[src/rtl/ne_fp_ffp_align_mw33.sv]
// FFP right-shift alignment stage.
// Arithmetically shifts the two's-complement mantissa of an FFP operand
// {status, sign, exp, mant} right until its exponent equals tgt_e, and
// reports a sticky OR of the discarded bits. Two register stages share a
// single advance enable, so the whole pipe moves or holds together.
module ne_fp_ffp_align_mw33 #(
  parameter int SW        = 1,
  parameter int EW        = 10,
  parameter int MW        = 33,
  parameter int BW_STATUS = 3,
  parameter int CLOG2_MW  = 6
) (
  input  logic                           clk,
  input  logic                           rst,
  input  logic                           in_valid,
  output logic                           in_ready,
  input  logic [BW_STATUS+SW+EW+MW-1:0]  a,
  input  logic [EW-1:0]                  tgt_e,
  input  logic [2:0]                     mode,
  output logic                           out_valid,
  input  logic                           out_ready,
  output logic [BW_STATUS+SW+EW+MW-1:0]  z,
  output logic                           sticky,
  output logic                           align_err
);

  // operand fields
  logic [BW_STATUS-1:0] a_st;
  logic [SW-1:0]        a_s;
  logic [EW-1:0]        a_e;
  logic [MW-1:0]        a_m;

  assign a_m  = a[MW-1:0];
  assign a_e  = a[MW+EW-1:MW];
  assign a_s  = a[MW+EW+SW-1:MW+EW];
  assign a_st = a[MW+EW+SW+BW_STATUS-1:MW+EW+SW];

  // mode[2:1] carry no function in this stage
  logic unused_mode;
  assign unused_mode = ^mode[2:1];

  logic adv;
  assign adv      = ~out_valid | out_ready;
  assign in_ready = adv;

  // stage 1 combinational: exponent difference and shift amount
  logic signed [EW:0]   diff;
  logic                 diff_neg;
  logic                 diff_big;
  logic [CLOG2_MW-1:0]  shamt_n;
  logic [EW-1:0]        e_n;

  // diff is one bit wider than the exponents so tgt_e - a_e never wraps
  always_comb begin
    diff     = $signed({tgt_e[EW-1], tgt_e}) - $signed({a_e[EW-1], a_e});
    diff_neg = diff[EW];
    diff_big = (diff >= $signed((EW+1)'(MW)));
    shamt_n  = '0;
    e_n      = tgt_e;
    if (diff_neg) begin
      shamt_n = '0;
      e_n     = a_e;
    end else if (diff_big) begin
      shamt_n = CLOG2_MW'(MW);
    end else begin
      shamt_n = diff[CLOG2_MW-1:0];
    end
  end

  // stage 1 registers
  logic                 v1;
  logic [BW_STATUS-1:0] s1_st;
  logic [SW-1:0]        s1_sign;
  logic [EW-1:0]        s1_ae;
  logic [MW-1:0]        s1_m;
  logic [EW-1:0]        s1_tgt;
  logic                 s1_byp;
  logic [CLOG2_MW-1:0]  s1_shamt;
  logic                 s1_all;
  logic                 s1_err;
  logic [EW-1:0]        s1_e;

  // capture the operand and its alignment decision whenever the pipe advances
  always_ff @(posedge clk) begin
    if (rst) begin
      v1       <= 1'b0;
      s1_st    <= '0;
      s1_sign  <= '0;
      s1_ae    <= '0;
      s1_m     <= '0;
      s1_tgt   <= '0;
      s1_byp   <= 1'b0;
      s1_shamt <= '0;
      s1_all   <= 1'b0;
      s1_err   <= 1'b0;
      s1_e     <= '0;
    end else if (adv) begin
      v1       <= in_valid;
      s1_st    <= a_st;
      s1_sign  <= a_s;
      s1_ae    <= a_e;
      s1_m     <= a_m;
      s1_tgt   <= tgt_e;
      s1_byp   <= mode[0];
      s1_shamt <= shamt_n;
      s1_all   <= diff_big & ~diff_neg;
      s1_err   <= diff_neg;
      s1_e     <= e_n;
    end
  end

  // stage 2 combinational: shift, sticky, special-operand override
  logic [MW-1:0]                 m_sh;
  logic [MW:0]                   mask;
  logic [BW_STATUS+SW+EW+MW-1:0] z_n;
  logic                          sticky_n;
  logic                          err_n;

  // a full shift (shamt == MW) leaves only sign copies; mask then covers all bits
  always_comb begin
    if (s1_all) m_sh = {MW{s1_m[MW-1]}};
    else        m_sh = $signed(s1_m) >>> s1_shamt;
    mask     = ((MW+1)'(1) << s1_shamt) - (MW+1)'(1);
    z_n      = {{BW_STATUS{1'b0}}, s1_sign, s1_e, m_sh};
    sticky_n = |(s1_m & mask[MW-1:0]);
    err_n    = s1_err;
    if (s1_byp) begin
      z_n      = {{BW_STATUS{1'b0}}, s1_sign, s1_ae, s1_m};
      sticky_n = 1'b0;
      err_n    = 1'b0;
    end else if (s1_st[2]) begin
      z_n      = {3'b100, s1_sign, 1'b1, {(EW-1){1'b0}},
                  s1_sign[SW-1], s1_sign[SW-1], 1'b1, {(MW-3){1'b0}}};
      sticky_n = 1'b0;
      err_n    = 1'b0;
    end else if (s1_st[1]) begin
      z_n      = {3'b010, s1_sign, 1'b1, {(EW-1){1'b0}},
                  s1_sign[SW-1], s1_sign[SW-1], {(MW-2){1'b0}}};
      sticky_n = 1'b0;
      err_n    = 1'b0;
    end else if (s1_st[0]) begin
      z_n      = {3'b001, s1_sign, s1_tgt, {MW{1'b0}}};
      sticky_n = 1'b0;
      err_n    = 1'b0;
    end
  end

  // output stage: data only reloads on a valid operand so it holds across bubbles and stalls
  always_ff @(posedge clk) begin
    if (rst) begin
      out_valid <= 1'b0;
      z         <= '0;
      sticky    <= 1'b0;
      align_err <= 1'b0;
    end else if (adv) begin
      out_valid <= v1;
      if (v1) begin
        z         <= z_n;
        sticky    <= sticky_n;
        align_err <= err_n;
      end
    end
  end

endmodule
[config.mk]
export PLATFORM = sky130hd
export DESIGN_NAME = ne_fp_ffp_align_mw33
export DESIGN_NICKNAME = d
export VERILOG_FILES = /design/src/rtl/ne_fp_ffp_align_mw33.sv
export SDC_FILE = /design/constraint.sdc
export NUM_CORES = 1
export LEC_CHECK = 0
export BUFFER_PORTS_ARGS = -buffer_cell sky130_fd_sc_hd__clkbuf_2
export CORE_MARGIN = 3
export CORE_UTILIZATION = 45
export DETAILED_ROUTE_END_ITERATION = 6
export PLACE_DENSITY = 0.65
export SETUP_SLACK_MARGIN = 0.2
export SLEW_MARGIN = 20
export SYNTH_ARGS = -nofsm -noshare
export SYNTH_HDL_FRONTEND = slang
export SYNTH_SLANG_ARGS = --single-unit
[constraint.sdc]
create_clock -name clk -period 2.9 [get_ports clk]
set_input_delay 0.29 -clock clk [delete_from_list [all_inputs] [get_ports clk]]
set_output_delay 0.29 -clock clk [all_outputs]
set_load 0.01 [all_outputs]
Word-level counts from Yosys, hierarchy flattened. Cells that the tools add are included.

Output and inout bits: 51. Logic and storage cells: 43. Input port bits: 64. Register bits: 127.

Shifts and indexed selects: 2. Order comparisons: 1. Add/sub/neg operators: 2. Bitwise operators: 5. Reduce and logical (&&, ||, !) cells: 2. Muxes and demuxes: 16.

Operators by type and width (number): 47-bit two-way mux (2); 46-bit two-way mux (1); 45-bit two-way mux (1); 33-bit AND (1); 33-bit two-way mux (1); 33-bit OR reduction (1); 1-bit by 6-bit << shifter with 33-bit output (first input constant) (1); 33-bit by 6-bit >>> shifter with 33-bit output (1); 33-bit by 2-bit subtractor with 33-bit output (second input constant) (1); 6-bit two-way mux (2); 11-bit by 7-bit >= comparator with 1-bit output (second input constant) (1); 10-bit by 10-bit subtractor with 11-bit output (1); 10-bit two-way mux (1); 1-bit two-way mux (8); 1-bit NOT (2); 2-bit AND reduction (1); 1-bit AND (1); 1-bit bitwise OR (1).

Longest topological paths before layout.
Depth after elaboration: 8. Gate-level depth with buffers: 14. Depth with buffers taken out: 11.

Least setup slack after synthesis. Ideal clock, no wire load.

Path kind: reg2reg. Start point: reg s1_shamt[0]. End point: reg sticky. Data required time: 2773 ps. Arrival: 2465 ps. Path slack: 309 ps. Clock period less this slack: 2591 ps. Cell stages (with the launch flop): 15. Buffers on the path: 5. Library setup time: 127 ps. Cell sequence: dfxtp_1 -> buf_2 -> buf_4 -> buf_2 -> buf_2 -> nand3_1 -> ha_1 -> a21boi_1 -> nand2b_1 -> buf_4 -> a21oi_2 -> a32o_1 -> a22o_1 -> nor4_1 -> a31oi_1.

Word-level cells in the longest chain between the ends: 8.

Ends and longest elaborated chain: start: declaration (RTL line 78) `logic [CLOG2_MW-1:0] s1_shamt;`; start signal: assignment (RTL line 105) `s1_shamt <= shamt_n;`; 1-bit by 6-bit << shifter with 33-bit output (RTL line 123) `mask = ((MW+1)'(1) << s1_shamt) - (MW+1)'(1);`; 33-bit by 2-bit subtractor with 33-bit output (RTL line 123); 33-bit AND (RTL line 125) `sticky_n = |(s1_m & mask[MW-1:0]);`; 33-bit OR reduction (RTL line 125); 1-bit two-way mux (RTL line 141) `end else if (s1_st[0]) begin`; 1-bit two-way mux (RTL line 136) `end else if (s1_st[1]) begin`; 1-bit two-way mux (RTL line 131) `end else if (s1_st[2]) begin`; 1-bit two-way mux (RTL line 127) `if (s1_byp) begin`; end signal: assignment (RTL line 159) `sticky <= sticky_n;`; end: declaration (RTL line 23) `output logic sticky,`.

Every way passes these cells. A chain may end at the register's enable or synchronous reset.

Final worst setup path.
Start point: reg s1_shamt[1]. End point: reg sticky.

The elaborated chain is that of the path after synthesis.

==> results.json <==
{
  "dieArea_sq_um": 19480,
  "final_layout_size_suffix_gt1_frac": 0.2270,
  "drt_pass1_iterations": 5,
  "synth_edf_count": 0,
  "start_util": 0.4624,
  "cp_max_fo": 10,
  "rr_worst_depth": 11,
  "postCtsHoldBufs": 0,
  "rr_startpoint": "s1_shamt[1]",
  "clkTransAtPathRegs_ps": 60,
  "relSlewSlack": 0.4021,
  "synthesis.nets": 1119,
  "multi_input_area_sq_um": 5081,
  "path_common_cell": "a21oi_1",
  "reg2reg_to": "sticky",
  "grt_max_degree": 89,
  "worst_skew_pair.late_latency_ps": 430,
  "synthArstFlopShare": 0,
  "areaGrowthSynthToFinish_pct": 17.55,
  "total_power_uw": 5238,
  "whs_path_depth": 3,
  "tns_ps": 0,
  "post_drt_wl_per_cell_um": 19.24,
  "status": "complete, no violations",
  "ys_ff_latch": 127,
  "path_buf_inv": 1,
  "antenna_found_initial": 0,
  "cellPowerDensity_nw_per_um2": 555.1,
  "period_share": 0.8988,
  "worst_pin_slew_ps": 889.9,
  "leakage_uw": 0.003844,
  "min_path_type": "in2reg",
  "drc": 0,
  "worstPathCellList": "nor2_1 > nand2_1 > ha_1 > buf_4 > or3_1 > a21oi_1 > a21oi_1 > o221ai_1 > a31oi_1 > and3_1 > a31oi_2",
  "overflow": 0,
  "start_kind": "register",
  "cts_max_level": 4,
  "path_class": "reg2reg",
  "num_io_pins": 115,
  "hpwl_um": 18060,
  "ys_warn_count": 0,
  "yosys_most_used_dff": "dfxtp_1",
  "setup_viol": 0,
  "worstSetupPathDepth": 11,
  "seq_area_sq_um": 2545,
  "port-buffer-count": 112,
  "fp-row-count": 48,
  "synth.area.top_cells": "dfxtp_1 32%, nand2_1 11%, mux4_2 9.5%",
  "cp_slowest_stage_delay_ps": 410,
  "die_y_um": 139.6,
  "drtIter0Drc": 767,
  "drt-total-wl_um": 26110,
  "synthDistinctLibCells": 67,
  "cts.sinks": 127,
  "critPathSlowestCell": "nor2_1",
  "crit_family": "simple AND/OR/NAND/NOR gates",
  "worstSetupEndpointType": "register",
  "synthTopCellsByCount": "240 x nand2_1, 127 x dfxtp_1, 100 x a21oi_1",
  "yosysSeqAreaShare": 0.3168,
  "postSynthAreaPerCell_sq_um": 7.696,
  "yosysMostFrequentCell": "nand2_1",
  "design.core.area_sq_um": 17360,
  "rrSetupSlack_ps": 290,
  "gp_congestion": 0.9726,
  "synth_cells": 1043,
  "startpoint": "s1_shamt[1]",
  "cp.required_ps": 3240,
  "ant_nets": 0,
  "synth_area_sq_um": 8026,
  "max_freq_mhz": 383.6,
  "yosys.area.top_type": "dfxtp_1",
  "die_w_um": 139.6,
  "grt_pass1_vias": 7603,
  "grt_pass1_wl_um": 41760,
  "cts_buffers": 17,
  "nNetsFinal": 1196,
  "maxCapViolations": 0,
  "ir_drop_mv": 0.4270,
  "ctsRootBufferMaster": "clkbuf_16",
  "nFillCells": 1668,
  "yosysTopAreaCellShare": 0.3168,
  "avgViaCountPerCell": 5.965,
  "critPathCapture": "sticky",
  "final.min_clock_period_ps": 2607,
  "track_usage": 0.2656,
  "diodes": 0,
  "vias": 8094,
  "critPathArrivalTime_ps": 2950,
  "hold_viol": 0,
  "rsz0062_at_grt": "no",
  "finalClockSkew_ps": 7.030,
  "cts_tree": "yes",
  "cts_max_path_buffers": 2,
  "maxSlewViolCount": 0
}
[layout by cell type, fill, tap and decap left out, drive strengths merged, types with 8 or more instances in the layout]
| master | instances |
|---|---|
| mux4 | 34 |
| nor3 | 14 |
| dfxtp | 127 |
| a211oi | 23 |
| ha | 11 |
| inv | 25 |
| clkbuf | 131 |
| a31oi | 36 |
| a21oi | 103 |
| nor2b | 10 |
| nand2 | 241 |
| o21ai | 72 |
| nand3 | 41 |
| mux2 | 20 |
| mux2i | 30 |
| or3 | 8 |
| buf | 35 |
| nor2 | 75 |
[power breakdown]
part           switching [uW]  internal, uW
registers                 123          1850
logic                     653           497
clock network             866          1250
total                    1640          3600
[worst reg2reg max path, stage by stage, from the launching register on]
cell and delay (ps):
dfxtp_2 330, nor2_1 410, nand2_1 160, ha_1 250, buf_4 170, or3_1 350
a21oi_1 180, a21oi_1 60, o221ai_1 180, a31oi_1 60, and3_1 220, a31oi_2 170
[area by class of cell]
type                            count  share of cell area
Timing Repair Buffer              146             0.09203
Clock buffer                       20             0.04946
Inverter                           23            0.009150
Multi-Input combinational cell    805              0.5385
Tap cell                          225             0.02984
Clock inverter                     11             0.01127
Sequential cell                   127              0.2697
[registers in the layout (all words and copies together), names as in the netlist, 3 cells and up]
signal    cells
s1_tgt       10
s1_st         3
s1_e         10
s1_m         33
s1_ae        10
s1_shamt      6
z            47
[metal layers]
layer / global-route usage / part of all wire / vias up
li1: - / - / 3874
met1: 0.4003 / 0.46 / 3811
met2: 0.3865 / 0.43 / 357
met3: 0.03849 / 0.075 / 52
met4: 0.09638 / 0.029 / 0
met5: 0 / 0 / -
[stage by stage]
step | cell area, sq um | hold WS [ps] | util | setup slack [ps] | cells
6_report | 9435 | 82.63 | 0.5436 | 293.4 | 1357
5_1_grt | 9435 | 91.37 | 0.5436 | 233.6 | 1357
4_1_cts | 9385 | 68.68 | 0.5407 | 274.0 | 1355
3_5_place_dp | 8812 | 445.0 | 0.5077 | 60.16 | 1324
3_3_place_gp | 8812 | 434.8 | 0.5077 | 159.8 | 1324
2_1_floorplan | 8026 | 426.6 | - | 308.6 | 1043
[how the worst min path moves through the flow]
stage / startpoint / to / slack (ps)
6_report: a[44] / s1_st[0] / 80
5_1_grt: a[44] / s1_st[0] / 90
4_1_cts: a[44] / s1_st[0] / 70
3_5_place_dp: s1_tgt[7] / s1_tgt[7] / 440
3_3_place_gp: s1_tgt[3] / s1_tgt[3] / 430
2_1_floorplan: s1_ae[9] / s1_ae[9] / 430
[what timing repair did]
item,4_1_cts,5_1_grt
setup endpoints to repair,0,1
setup buffers,0,2
gates resized for setup,0,8
[logic make-up (layout without fill, tap and decap cells)]
| kind of cell | count (synthesis) | after routing | synth area share |
|---|---|---|---|
| AOI/OAI and AO/OA | 277 | 277 | 0.2086 |
| xor gates and xnor gates | 8 | 8 | 0.008730 |
| adders and majority gates | 12 | 12 | 0.01964 |
| and+or+nand+nor | 424 | 424 | 0.2290 |
| DFF | 127 | 127 | 0.3168 |
| muxes | 84 | 84 | 0.1609 |
| buffers and inverters | 111 | 200 | 0.05643 |
Note: power is estimated with default switching activity, not from simulation.
